File: src/rtl/mannix_regs_pkg.sv
// Shared constants for the mannix control/status register bank:
// register offsets, STATUS/IRQ bit positions and packed-field LSBs.
package mannix_regs_pkg;

  localparam logic [7:0] OFF_CTRL       = 8'h00;
  localparam logic [7:0] OFF_STATUS     = 8'h04;
  localparam logic [7:0] OFF_IRQ_EN     = 8'h08;
  localparam logic [7:0] OFF_FC_ADDRX   = 8'h10;
  localparam logic [7:0] OFF_FC_ADDRY   = 8'h14;
  localparam logic [7:0] OFF_FC_ADDRB   = 8'h18;
  localparam logic [7:0] OFF_FC_XM      = 8'h1C;
  localparam logic [7:0] OFF_FC_YM      = 8'h20;
  localparam logic [7:0] OFF_FC_YN      = 8'h24;
  localparam logic [7:0] OFF_CNN_BN     = 8'h28;
  localparam logic [7:0] OFF_FC_ADDRZ   = 8'h2C;
  localparam logic [7:0] OFF_CNN_ADDR_X = 8'h30;
  localparam logic [7:0] OFF_CNN_ADDR_Y = 8'h34;
  localparam logic [7:0] OFF_CNN_ADDR_Z = 8'h38;
  localparam logic [7:0] OFF_CNN_DIMS   = 8'h3C;
  localparam logic [7:0] OFF_POOL_RD    = 8'h40;
  localparam logic [7:0] OFF_POOL_WR    = 8'h44;
  localparam logic [7:0] OFF_POOL_DIMS  = 8'h48;

  localparam int ST_FC_BUSY   = 0;
  localparam int ST_CNN_BUSY  = 1;
  localparam int ST_POOL_BUSY = 2;
  localparam int ST_FC_DONE   = 8;
  localparam int ST_CNN_DONE  = 9;
  localparam int ST_POOL_DONE = 10;
  localparam int ST_ERR       = 16;

  localparam int IRQ_FC   = 0;
  localparam int IRQ_CNN  = 1;
  localparam int IRQ_POOL = 2;
  localparam int IRQ_ERR  = 3;

  localparam int CNN_XM_LSB   = 0;
  localparam int CNN_XN_LSB   = 8;
  localparam int CNN_YM_LSB   = 16;
  localparam int CNN_YN_LSB   = 20;
  localparam int POOL_RDM_LSB = 0;
  localparam int POOL_RDN_LSB = 4;
  localparam int POOL_M_LSB   = 8;
  localparam int POOL_N_LSB   = 12;

endpackage

File: src/rtl/mannix_busy_edge.sv
// Registers an engine busy level and flags its 1->0 transition.
module mannix_busy_edge (
  input  logic clk,
  input  logic rst_n,
  input  logic busy,
  output logic fall
);

  logic busy_r;

  // Previous-cycle busy level; restarts at 0 so a busy held through reset is not a completion
  always_ff @(posedge clk or negedge rst_n) begin
    if (!rst_n) begin
      busy_r <= 1'b0;
    end else begin
      busy_r <= busy;
    end
  end

  assign fall = busy_r & ~busy;

endmodule

File: src/rtl/mannix_ctrl_regs.sv
// Software register bank in front of mannix: configuration storage, fc_go
// generation, busy write protection, sticky completions and level irq.
module mannix_ctrl_regs #(
  parameter int ADDR_WIDTH         = 19,
  parameter int X_LOG2_ROWS_NUM    = 7,
  parameter int X_LOG2_COLS_NUM    = 7,
  parameter int Y_LOG2_ROWS_NUM    = 2,
  parameter int Y_LOG2_COLS_NUM    = 2,
  parameter int DATA_LOG2_ROWS_NUM = 2,
  parameter int DATA_LOG2_COLS_NUM = 2,
  parameter int OUT_LOG2_ROWS_NUM  = 1,
  parameter int OUT_LOG2_COLS_NUM  = 1
) (
  input  logic                          clk,
  input  logic                          rst_n,
  input  logic                          sw_wr_en,
  input  logic                          sw_rd_en,
  input  logic [7:0]                    sw_addr,
  input  logic [31:0]                   sw_wdata,
  output logic [31:0]                   sw_rdata,
  output logic                          sw_rvalid,
  output logic                          irq,
  output logic [31:0]                   fc_addrx,
  output logic [31:0]                   fc_addry,
  output logic [31:0]                   fc_addrb,
  output logic [31:0]                   fc_xm,
  output logic [31:0]                   fc_ym,
  output logic [31:0]                   fc_yn,
  output logic [31:0]                   cnn_bn,
  output logic                          fc_go,
  input  logic [31:0]                   fc_addrz,
  input  logic                          fc_done,
  input  logic                          fc_sw_busy_ind,
  output logic [ADDR_WIDTH-1:0]         sw_cnn_addr_x,
  output logic [ADDR_WIDTH-1:0]         sw_cnn_addr_y,
  output logic [ADDR_WIDTH-1:0]         sw_cnn_addr_z,
  output logic [X_LOG2_ROWS_NUM:0]      sw_cnn_x_m,
  output logic [X_LOG2_COLS_NUM:0]      sw_cnn_x_n,
  output logic [Y_LOG2_ROWS_NUM:0]      sw_cnn_y_m,
  output logic [Y_LOG2_COLS_NUM:0]      sw_cnn_y_n,
  input  logic                          cnn_sw_busy_ind,
  output logic [ADDR_WIDTH-1:0]         sw_pool_rd_addr,
  output logic [ADDR_WIDTH-1:0]         sw_pool_wr_addr,
  output logic [DATA_LOG2_ROWS_NUM-1:0] sw_pool_rd_m,
  output logic [DATA_LOG2_COLS_NUM-1:0] sw_pool_rd_n,
  output logic [OUT_LOG2_ROWS_NUM-1:0]  sw_pool_m,
  output logic [OUT_LOG2_COLS_NUM-1:0]  sw_pool_n,
  input  logic                          pool_sw_busy_ind
);

  import mannix_regs_pkg::*;

  localparam int XMW = X_LOG2_ROWS_NUM + 1;
  localparam int XNW = X_LOG2_COLS_NUM + 1;
  localparam int YMW = Y_LOG2_ROWS_NUM + 1;
  localparam int YNW = Y_LOG2_COLS_NUM + 1;

  logic [7:0]  word_s;
  logic        fc_grp_s, cnn_grp_s, pool_grp_s;
  logic        blocked_s, cfg_we_s, go_req_s, go_ok_s, err_set_s, w1c_s;
  logic        cnn_fall_s, pool_fall_s;
  logic [3:0]  irq_src_s;
  logic [31:0] rdata_s;
  logic [3:0]  irq_en_r;
  logic        fc_done_st_r, cnn_done_r, pool_done_r, err_r, go_pending_r;
  logic        unused_s;

  assign unused_s = ^sw_addr[1:0];

  mannix_busy_edge u_cnn_edge (
    .clk   (clk),
    .rst_n (rst_n),
    .busy  (cnn_sw_busy_ind),
    .fall  (cnn_fall_s)
  );

  mannix_busy_edge u_pool_edge (
    .clk   (clk),
    .rst_n (rst_n),
    .busy  (pool_sw_busy_ind),
    .fall  (pool_fall_s)
  );

  // Write decode: config groups are locked while their engine is busy
  always_comb begin
    word_s     = {sw_addr[7:2], 2'b00};
    fc_grp_s   = (word_s >= OFF_FC_ADDRX)   && (word_s <= OFF_CNN_BN);
    cnn_grp_s  = (word_s >= OFF_CNN_ADDR_X) && (word_s <= OFF_CNN_DIMS);
    pool_grp_s = (word_s >= OFF_POOL_RD)    && (word_s <= OFF_POOL_DIMS);
    blocked_s  = sw_wr_en && ((fc_grp_s && fc_sw_busy_ind) ||
                              (cnn_grp_s && cnn_sw_busy_ind) ||
                              (pool_grp_s && pool_sw_busy_ind));
    cfg_we_s   = sw_wr_en && !blocked_s;
    go_req_s   = sw_wr_en && (word_s == OFF_CTRL) && sw_wdata[0];
    go_ok_s    = go_req_s && !fc_sw_busy_ind && !go_pending_r;
    err_set_s  = blocked_s || (go_req_s && !go_ok_s);
    w1c_s      = sw_wr_en && (word_s == OFF_STATUS);
  end

  // Configuration registers
  always_ff @(posedge clk or negedge rst_n) begin
    if (!rst_n) begin
      fc_addrx <= 32'd0; fc_addry <= 32'd0; fc_addrb <= 32'd0;
      fc_xm    <= 32'd0; fc_ym    <= 32'd0; fc_yn    <= 32'd0;
      cnn_bn   <= 32'd0;
      sw_cnn_addr_x   <= '0; sw_cnn_addr_y   <= '0; sw_cnn_addr_z <= '0;
      sw_cnn_x_m      <= '0; sw_cnn_x_n      <= '0;
      sw_cnn_y_m      <= '0; sw_cnn_y_n      <= '0;
      sw_pool_rd_addr <= '0; sw_pool_wr_addr <= '0;
      sw_pool_rd_m    <= '0; sw_pool_rd_n    <= '0;
      sw_pool_m       <= '0; sw_pool_n       <= '0;
      irq_en_r        <= 4'd0;
    end else if (cfg_we_s) begin
      case (word_s)
        OFF_IRQ_EN:     irq_en_r <= sw_wdata[3:0];
        OFF_FC_ADDRX:   fc_addrx <= sw_wdata;
        OFF_FC_ADDRY:   fc_addry <= sw_wdata;
        OFF_FC_ADDRB:   fc_addrb <= sw_wdata;
        OFF_FC_XM:      fc_xm    <= sw_wdata;
        OFF_FC_YM:      fc_ym    <= sw_wdata;
        OFF_FC_YN:      fc_yn    <= sw_wdata;
        OFF_CNN_BN:     cnn_bn   <= sw_wdata;
        OFF_CNN_ADDR_X: sw_cnn_addr_x <= sw_wdata[ADDR_WIDTH-1:0];
        OFF_CNN_ADDR_Y: sw_cnn_addr_y <= sw_wdata[ADDR_WIDTH-1:0];
        OFF_CNN_ADDR_Z: sw_cnn_addr_z <= sw_wdata[ADDR_WIDTH-1:0];
        OFF_CNN_DIMS: begin
          sw_cnn_x_m <= sw_wdata[CNN_XM_LSB +: XMW];
          sw_cnn_x_n <= sw_wdata[CNN_XN_LSB +: XNW];
          sw_cnn_y_m <= sw_wdata[CNN_YM_LSB +: YMW];
          sw_cnn_y_n <= sw_wdata[CNN_YN_LSB +: YNW];
        end
        OFF_POOL_RD:    sw_pool_rd_addr <= sw_wdata[ADDR_WIDTH-1:0];
        OFF_POOL_WR:    sw_pool_wr_addr <= sw_wdata[ADDR_WIDTH-1:0];
        OFF_POOL_DIMS: begin
          sw_pool_rd_m <= sw_wdata[POOL_RDM_LSB +: DATA_LOG2_ROWS_NUM];
          sw_pool_rd_n <= sw_wdata[POOL_RDN_LSB +: DATA_LOG2_COLS_NUM];
          sw_pool_m    <= sw_wdata[POOL_M_LSB +: OUT_LOG2_ROWS_NUM];
          sw_pool_n    <= sw_wdata[POOL_N_LSB +: OUT_LOG2_COLS_NUM];
        end
        default: begin end
      endcase
    end
  end

  always_comb begin
    irq_src_s           = 4'd0;
    irq_src_s[IRQ_FC]   = fc_done_st_r;
    irq_src_s[IRQ_CNN]  = cnn_done_r;
    irq_src_s[IRQ_POOL] = pool_done_r;
    irq_src_s[IRQ_ERR]  = err_r;
  end

  // Go pulse, re-arm tracking, sticky status (set beats W1C) and interrupt
  always_ff @(posedge clk or negedge rst_n) begin
    if (!rst_n) begin
      fc_go        <= 1'b0;
      go_pending_r <= 1'b0;
      fc_done_st_r <= 1'b0;
      cnn_done_r   <= 1'b0;
      pool_done_r  <= 1'b0;
      err_r        <= 1'b0;
      irq          <= 1'b0;
    end else begin
      fc_go <= go_ok_s;
      if (go_ok_s) begin
        go_pending_r <= 1'b1;
      end else if (fc_sw_busy_ind || fc_done) begin
        go_pending_r <= 1'b0;
      end
      fc_done_st_r <= fc_done     | (fc_done_st_r & ~(w1c_s & sw_wdata[ST_FC_DONE]));
      cnn_done_r   <= cnn_fall_s  | (cnn_done_r   & ~(w1c_s & sw_wdata[ST_CNN_DONE]));
      pool_done_r  <= pool_fall_s | (pool_done_r  & ~(w1c_s & sw_wdata[ST_POOL_DONE]));
      err_r        <= err_set_s   | (err_r        & ~(w1c_s & sw_wdata[ST_ERR]));
      irq          <= |(irq_en_r & irq_src_s);
    end
  end

  // Read mux; unused high bits and unmapped offsets return 0
  always_comb begin
    rdata_s = 32'd0;
    case (word_s)
      OFF_STATUS: begin
        rdata_s[ST_FC_BUSY]   = fc_sw_busy_ind;
        rdata_s[ST_CNN_BUSY]  = cnn_sw_busy_ind;
        rdata_s[ST_POOL_BUSY] = pool_sw_busy_ind;
        rdata_s[ST_FC_DONE]   = fc_done_st_r;
        rdata_s[ST_CNN_DONE]  = cnn_done_r;
        rdata_s[ST_POOL_DONE] = pool_done_r;
        rdata_s[ST_ERR]       = err_r;
      end
      OFF_IRQ_EN:     rdata_s[3:0] = irq_en_r;
      OFF_FC_ADDRX:   rdata_s = fc_addrx;
      OFF_FC_ADDRY:   rdata_s = fc_addry;
      OFF_FC_ADDRB:   rdata_s = fc_addrb;
      OFF_FC_XM:      rdata_s = fc_xm;
      OFF_FC_YM:      rdata_s = fc_ym;
      OFF_FC_YN:      rdata_s = fc_yn;
      OFF_CNN_BN:     rdata_s = cnn_bn;
      OFF_FC_ADDRZ:   rdata_s = fc_addrz;
      OFF_CNN_ADDR_X: rdata_s[ADDR_WIDTH-1:0] = sw_cnn_addr_x;
      OFF_CNN_ADDR_Y: rdata_s[ADDR_WIDTH-1:0] = sw_cnn_addr_y;
      OFF_CNN_ADDR_Z: rdata_s[ADDR_WIDTH-1:0] = sw_cnn_addr_z;
      OFF_CNN_DIMS: begin
        rdata_s[CNN_XM_LSB +: XMW] = sw_cnn_x_m;
        rdata_s[CNN_XN_LSB +: XNW] = sw_cnn_x_n;
        rdata_s[CNN_YM_LSB +: YMW] = sw_cnn_y_m;
        rdata_s[CNN_YN_LSB +: YNW] = sw_cnn_y_n;
      end
      OFF_POOL_RD:    rdata_s[ADDR_WIDTH-1:0] = sw_pool_rd_addr;
      OFF_POOL_WR:    rdata_s[ADDR_WIDTH-1:0] = sw_pool_wr_addr;
      OFF_POOL_DIMS: begin
        rdata_s[POOL_RDM_LSB +: DATA_LOG2_ROWS_NUM] = sw_pool_rd_m;
        rdata_s[POOL_RDN_LSB +: DATA_LOG2_COLS_NUM] = sw_pool_rd_n;
        rdata_s[POOL_M_LSB +: OUT_LOG2_ROWS_NUM]    = sw_pool_m;
        rdata_s[POOL_N_LSB +: OUT_LOG2_COLS_NUM]    = sw_pool_n;
      end
      default: rdata_s = 32'd0;
    endcase
  end

  // Registered read port
  always_ff @(posedge clk or negedge rst_n) begin
    if (!rst_n) begin
      sw_rdata  <= 32'd0;
      sw_rvalid <= 1'b0;
    end else begin
      sw_rvalid <= sw_rd_en;
      sw_rdata  <= sw_rd_en ? rdata_s : 32'd0;
    end
  end

endmodule

File: config.mk
export PLATFORM = sky130hd
export DESIGN_NAME = mannix_ctrl_regs
export DESIGN_NICKNAME = d
export VERILOG_FILES = /design/src/rtl/mannix_regs_pkg.sv /design/src/rtl/mannix_busy_edge.sv /design/src/rtl/mannix_ctrl_regs.sv
export SDC_FILE = /design/constraint.sdc
export NUM_CORES = 1
export LEC_CHECK = 0
export BUFFER_PORTS_ARGS = -buffer_cell sky130_fd_sc_hd__buf_2
export CAP_MARGIN = 5
export CORE_ASPECT_RATIO = 1.2
export CORE_MARGIN = 8
export CORE_UTILIZATION = 40
export CTS_BUF_LIST = sky130_fd_sc_hd__clkbuf_8
export DETAILED_ROUTE_END_ITERATION = 10
export PLACE_DENSITY = 0.68
export REMOVE_ABC_BUFFERS = 1
export SYNTH_ARGS = -nofsm -noshare
export SYNTH_HDL_FRONTEND = slang
export SYNTH_HIERARCHICAL = 1
export SYNTH_SLANG_ARGS = --single-unit
File: constraint.sdc
create_clock -name clk -period 1.8 [get_ports clk]
set_clock_uncertainty 0.05 [all_clocks]
set_input_delay 0.27 -clock clk [delete_from_list [all_inputs] [get_ports clk]]
set_output_delay 0.27 -clock clk [all_outputs]
set_load 0.02 [all_outputs]
==> metrics.csv <==
stage;metric;value;unit
clock_network;Worst-path clk slew;60;ps
pwr;static leakage;11.8;nW
synthesis;simple logic cell fraction of the synthesized area;0.0386;
timing;Final Hold Viols;0;
die;Initial Util;0.406;
timing;Rel. slew slack;0.411;
synthesis;Yosys reg bits;393;
critical_path;buffers plus inverters on the worst setup path;3;
clock_network;CTS root buf;clkbuf_8;
critical_path;Worst setup SP type;input port;
clock_network;Clock Path Buffers;3;
timing;Min Hold Slack;58.8;ps
synthesis;EDFF count, synth;0;
clock_network;CTS buffer count;66;
timing;fmax;571;MHz
die;DIE HEIGHT;242;um
route;final wirelength;69700;um
synthesis;sequential area share after synthesis;0.579;
synthesis;Mapped Cells;1203;
timing;fin crit share;0.973;
global_routing;grt total ovfl;0;
route;DR pass1 iterations;5;
placed_design;Port Buffers;459;
pwr;Final Power;23.5;mW
layout;Finished Layout Cells;2439;
timing;Pins Over Slew Limit;0;
synthesis;Syn Area/Cell;14.1;um^2
synthesis;post-synthesis mux area share;0.250;
synthesis;xor and xnor fraction of the mapped netlist area;0.000515;
global_routing;largest net degree at the start of global routing;47;
die;I/O pin cnt;462;
die;Core Rows;82;
placed_design;GPL Wtd Cong;0.905;
min_path;HP Class;in -> reg;
route;Vias/cell;5.75;
critical_path;Crit Path Max Fanout;24;
die;die area;49400;um^2
critical_path;Worst Setup SP;sw_addr[5];
min_path;Hold Startpoint;fc_addrz[1];
route;Via Count;14000;
synthesis;post-synthesis compound-gate area fraction;0.104;
placed_design;Cells after DPL;2270;
pwr;Power Density;1010;nW/um^2
clock_network;H-tree Lvls;3;
critical_path;worst r2r src;fc_addrx[9]$_DFFE_PN0P_;
layout;share of cells above drive strength 1;0.571;
placed_design;DP HPWL;49900;um
clock_network;TritonCTS clock tree;built;
critical_path;Crit path required time;2250;ps
layout;most frequent cells in the layout;buf_2 (458), dfrtp_1 (393), mux2_2 (321), buf_4 (113), clkbuf_8 (83);
layout;commonest non-fill, non-tap cell in the layout;buf_2;
layout;synth-to-layout area growth;37.0;%
critical_path;Worst EP arrival;2200;ps
route;drt drc;0;
die;core area;41900;um^2
synthesis;Adder-Cell Fraction of Synth Area;0;
critical_path;CP Capture Type;flip-flop;
critical_path;Crit Path Class;in -> reg;
synthesis;Synthesis Warnings;6;
global_routing;met1 Resource Use GR;0.322;
critical_path;crit-path max cell delay;540;ps
critical_path;crit-path cells;buf_2, or4b_1, buf_4, nor3_4, nand2_1, nor2_4, buf_12, mux2_1;
global_routing;Top Usage Layer GRT;met2;
clock_network;clk sinks;393;
route;drt first-iter violations;799;
die;die width;204;um
global_routing;first-pass GRT wire length;102000;um
synthesis;ys flop type;dfrtp_1;
critical_path;Top Family by Delay on Critical Path;simple AND/OR/NAND/NOR gates;
layout;Layout Nets;1923;
synthesis;Synth Cell Area;17000;um^2
timing;Tmin final;1750;ps
timing;slew at the pin closest to its max-slew limit;881;ps
synthesis;post-synthesis cell type count;54;
status;status;finished clean;
synthesis;Async SR Flop Fraction;1.00;
clock_network;clk_lat worst skew;640;ps
critical_path;slowest CP cell;or4b_1;
route;Routed Antenna Nets;0;
global_routing;Tot GR Track Use;0.278;
global_routing;met2 Use GR;0.453;
job;Max Cap Violations;0;
global_routing;initial antenna violation count;3;
pwr;Max IR drop VDD;0.817;mV
timing;Finish-stage setup viols;0;
synthesis;largest family of logic cells by synthesized area;multiplexers;
route;DR WL/cell;28.6;um
layout;final cell utilization of the core;0.556;
layout;fillers;3548;
global_routing;GRT met3 Usage;0.0760;
global_routing;vias in the first global route;15000;
==> report_power, final <==
group | leakage [nW] | internal [mW] | switching (mW)
registers | 5.24 | 9.89 | 0.919
clock network | 0.745 | 4.31 | 3.74
logic | 5.79 | 1.87 | 2.83
==> layer usage <==
metal / part of all wire / vias to the layer above
met5: 0.00011 / -
met4: 0.061 / 2
met3: 0.085 / 215
met2: 0.48 / 752
met1: 0.37 / 7186
li1: - / 5859
==> cells in the mapped netlist (4+ instances only) <==
cell type,instances,share of area
nand2_1,24,0.0053
and3_1,10,0.0037
and2_1,8,0.0029
mux2i_1,5,0.0029
nor2_1,21,0.0046
buf_4,12,0.0053
nand3_1,10,0.0029
buf_2,32,0.0094
a222oi_1,10,0.0059
mux2_1,38,0.025
a32oi_1,7,0.0036
mux4_2,7,0.0093
nor2_2,10,0.0037
mux2_2,321,0.21
a221oi_1,35,0.018
nand3b_1,4,0.0018
clkbuf_1,31,0.0068
a22oi_1,80,0.035
a31oi_1,26,0.0096
dfrtp_1,393,0.58
a22o_1,40,0.021
a21oi_1,6,0.0018
buf_1,20,0.0044
==> final cells by class <==
cell class / count / area, um^2 / area share
flip-flops and latches: 393 / 9830 / 0.423
multi-input cells: 711 / 6800 / 0.292
repair buffers: 670 / 4620 / 0.198
clock buffers: 83 / 1140 / 0.0491
well taps: 546 / 683 / 0.0294
clock inverters: 33 / 186 / 0.00801
diodes: 2 / 5.00 / 0.000215
inverters: 1 / 3.75 / 0.000161
==> metrics by stage <==
step           setup TNS (ps)  setup slack [ps]  area [um^2]
3_3_place_gp          -185930              -617        21400
5_1_grt                 -62.7             -19.9        23300
4_1_cts                     0              22.1        23200
6_report                    0              49.0        23300
3_5_place_dp          -192840              -672        21400
2_1_floorplan         -460900             -2190        16500
==> worst reg2reg max path, stage by stage, from the launching register on <==
cell,delay [ps]
dfrtp_1,430
mux4_2,470
a22o_1,210
a221oi_1,290
a31oi_1,150
==> worst paths after layout <==
check	cells past startpoint	slack [ps]	to
min	4	60	sw_rdata[1]$_DFF_PN0_
min in group asynchronous	2	120	fc_addry[0]$_DFFE_PN0P_
min reg2reg	1	460	fc_ym[5]$_DFFE_PN0P_
max	8	50	fc_addrx[2]$_DFFE_PN0P_
max reg2reg	4	60	sw_rdata[9]$_DFF_PN0_
max in group asynchronous	4	820	fc_ym[5]$_DFFE_PN0P_
==> sequential cells by signal, indices dropped and copies added (netlist names), 32 cells and up <==
name / flops
cnn_bn: 32
fc_addrb: 32
fc_addrx: 32
fc_addry: 32
fc_xm: 32
fc_ym: 32
fc_yn: 32
sw_rdata: 32
==> cell families (layout without fill, tap and decap cells) <==
kind of cell           after synthesis  count (layout)
AND/OR/NAND/NOR                    115             115
multiplexers                       371             371
AO/OA/AOI/OAI                      224             224
XOR/XNOR                             1               1
other                                0               2
buffers and inverters               99             787
flip-flops                         393             393
==> what timing repair did <==
action,CTS,global route
resized for setup,0,4
hold buffers,49,0
setup buffers,0,2
setup endpoints to repair,0,24
hold endpoints to repair,589,0
Power figures use the tool's default switching activity.
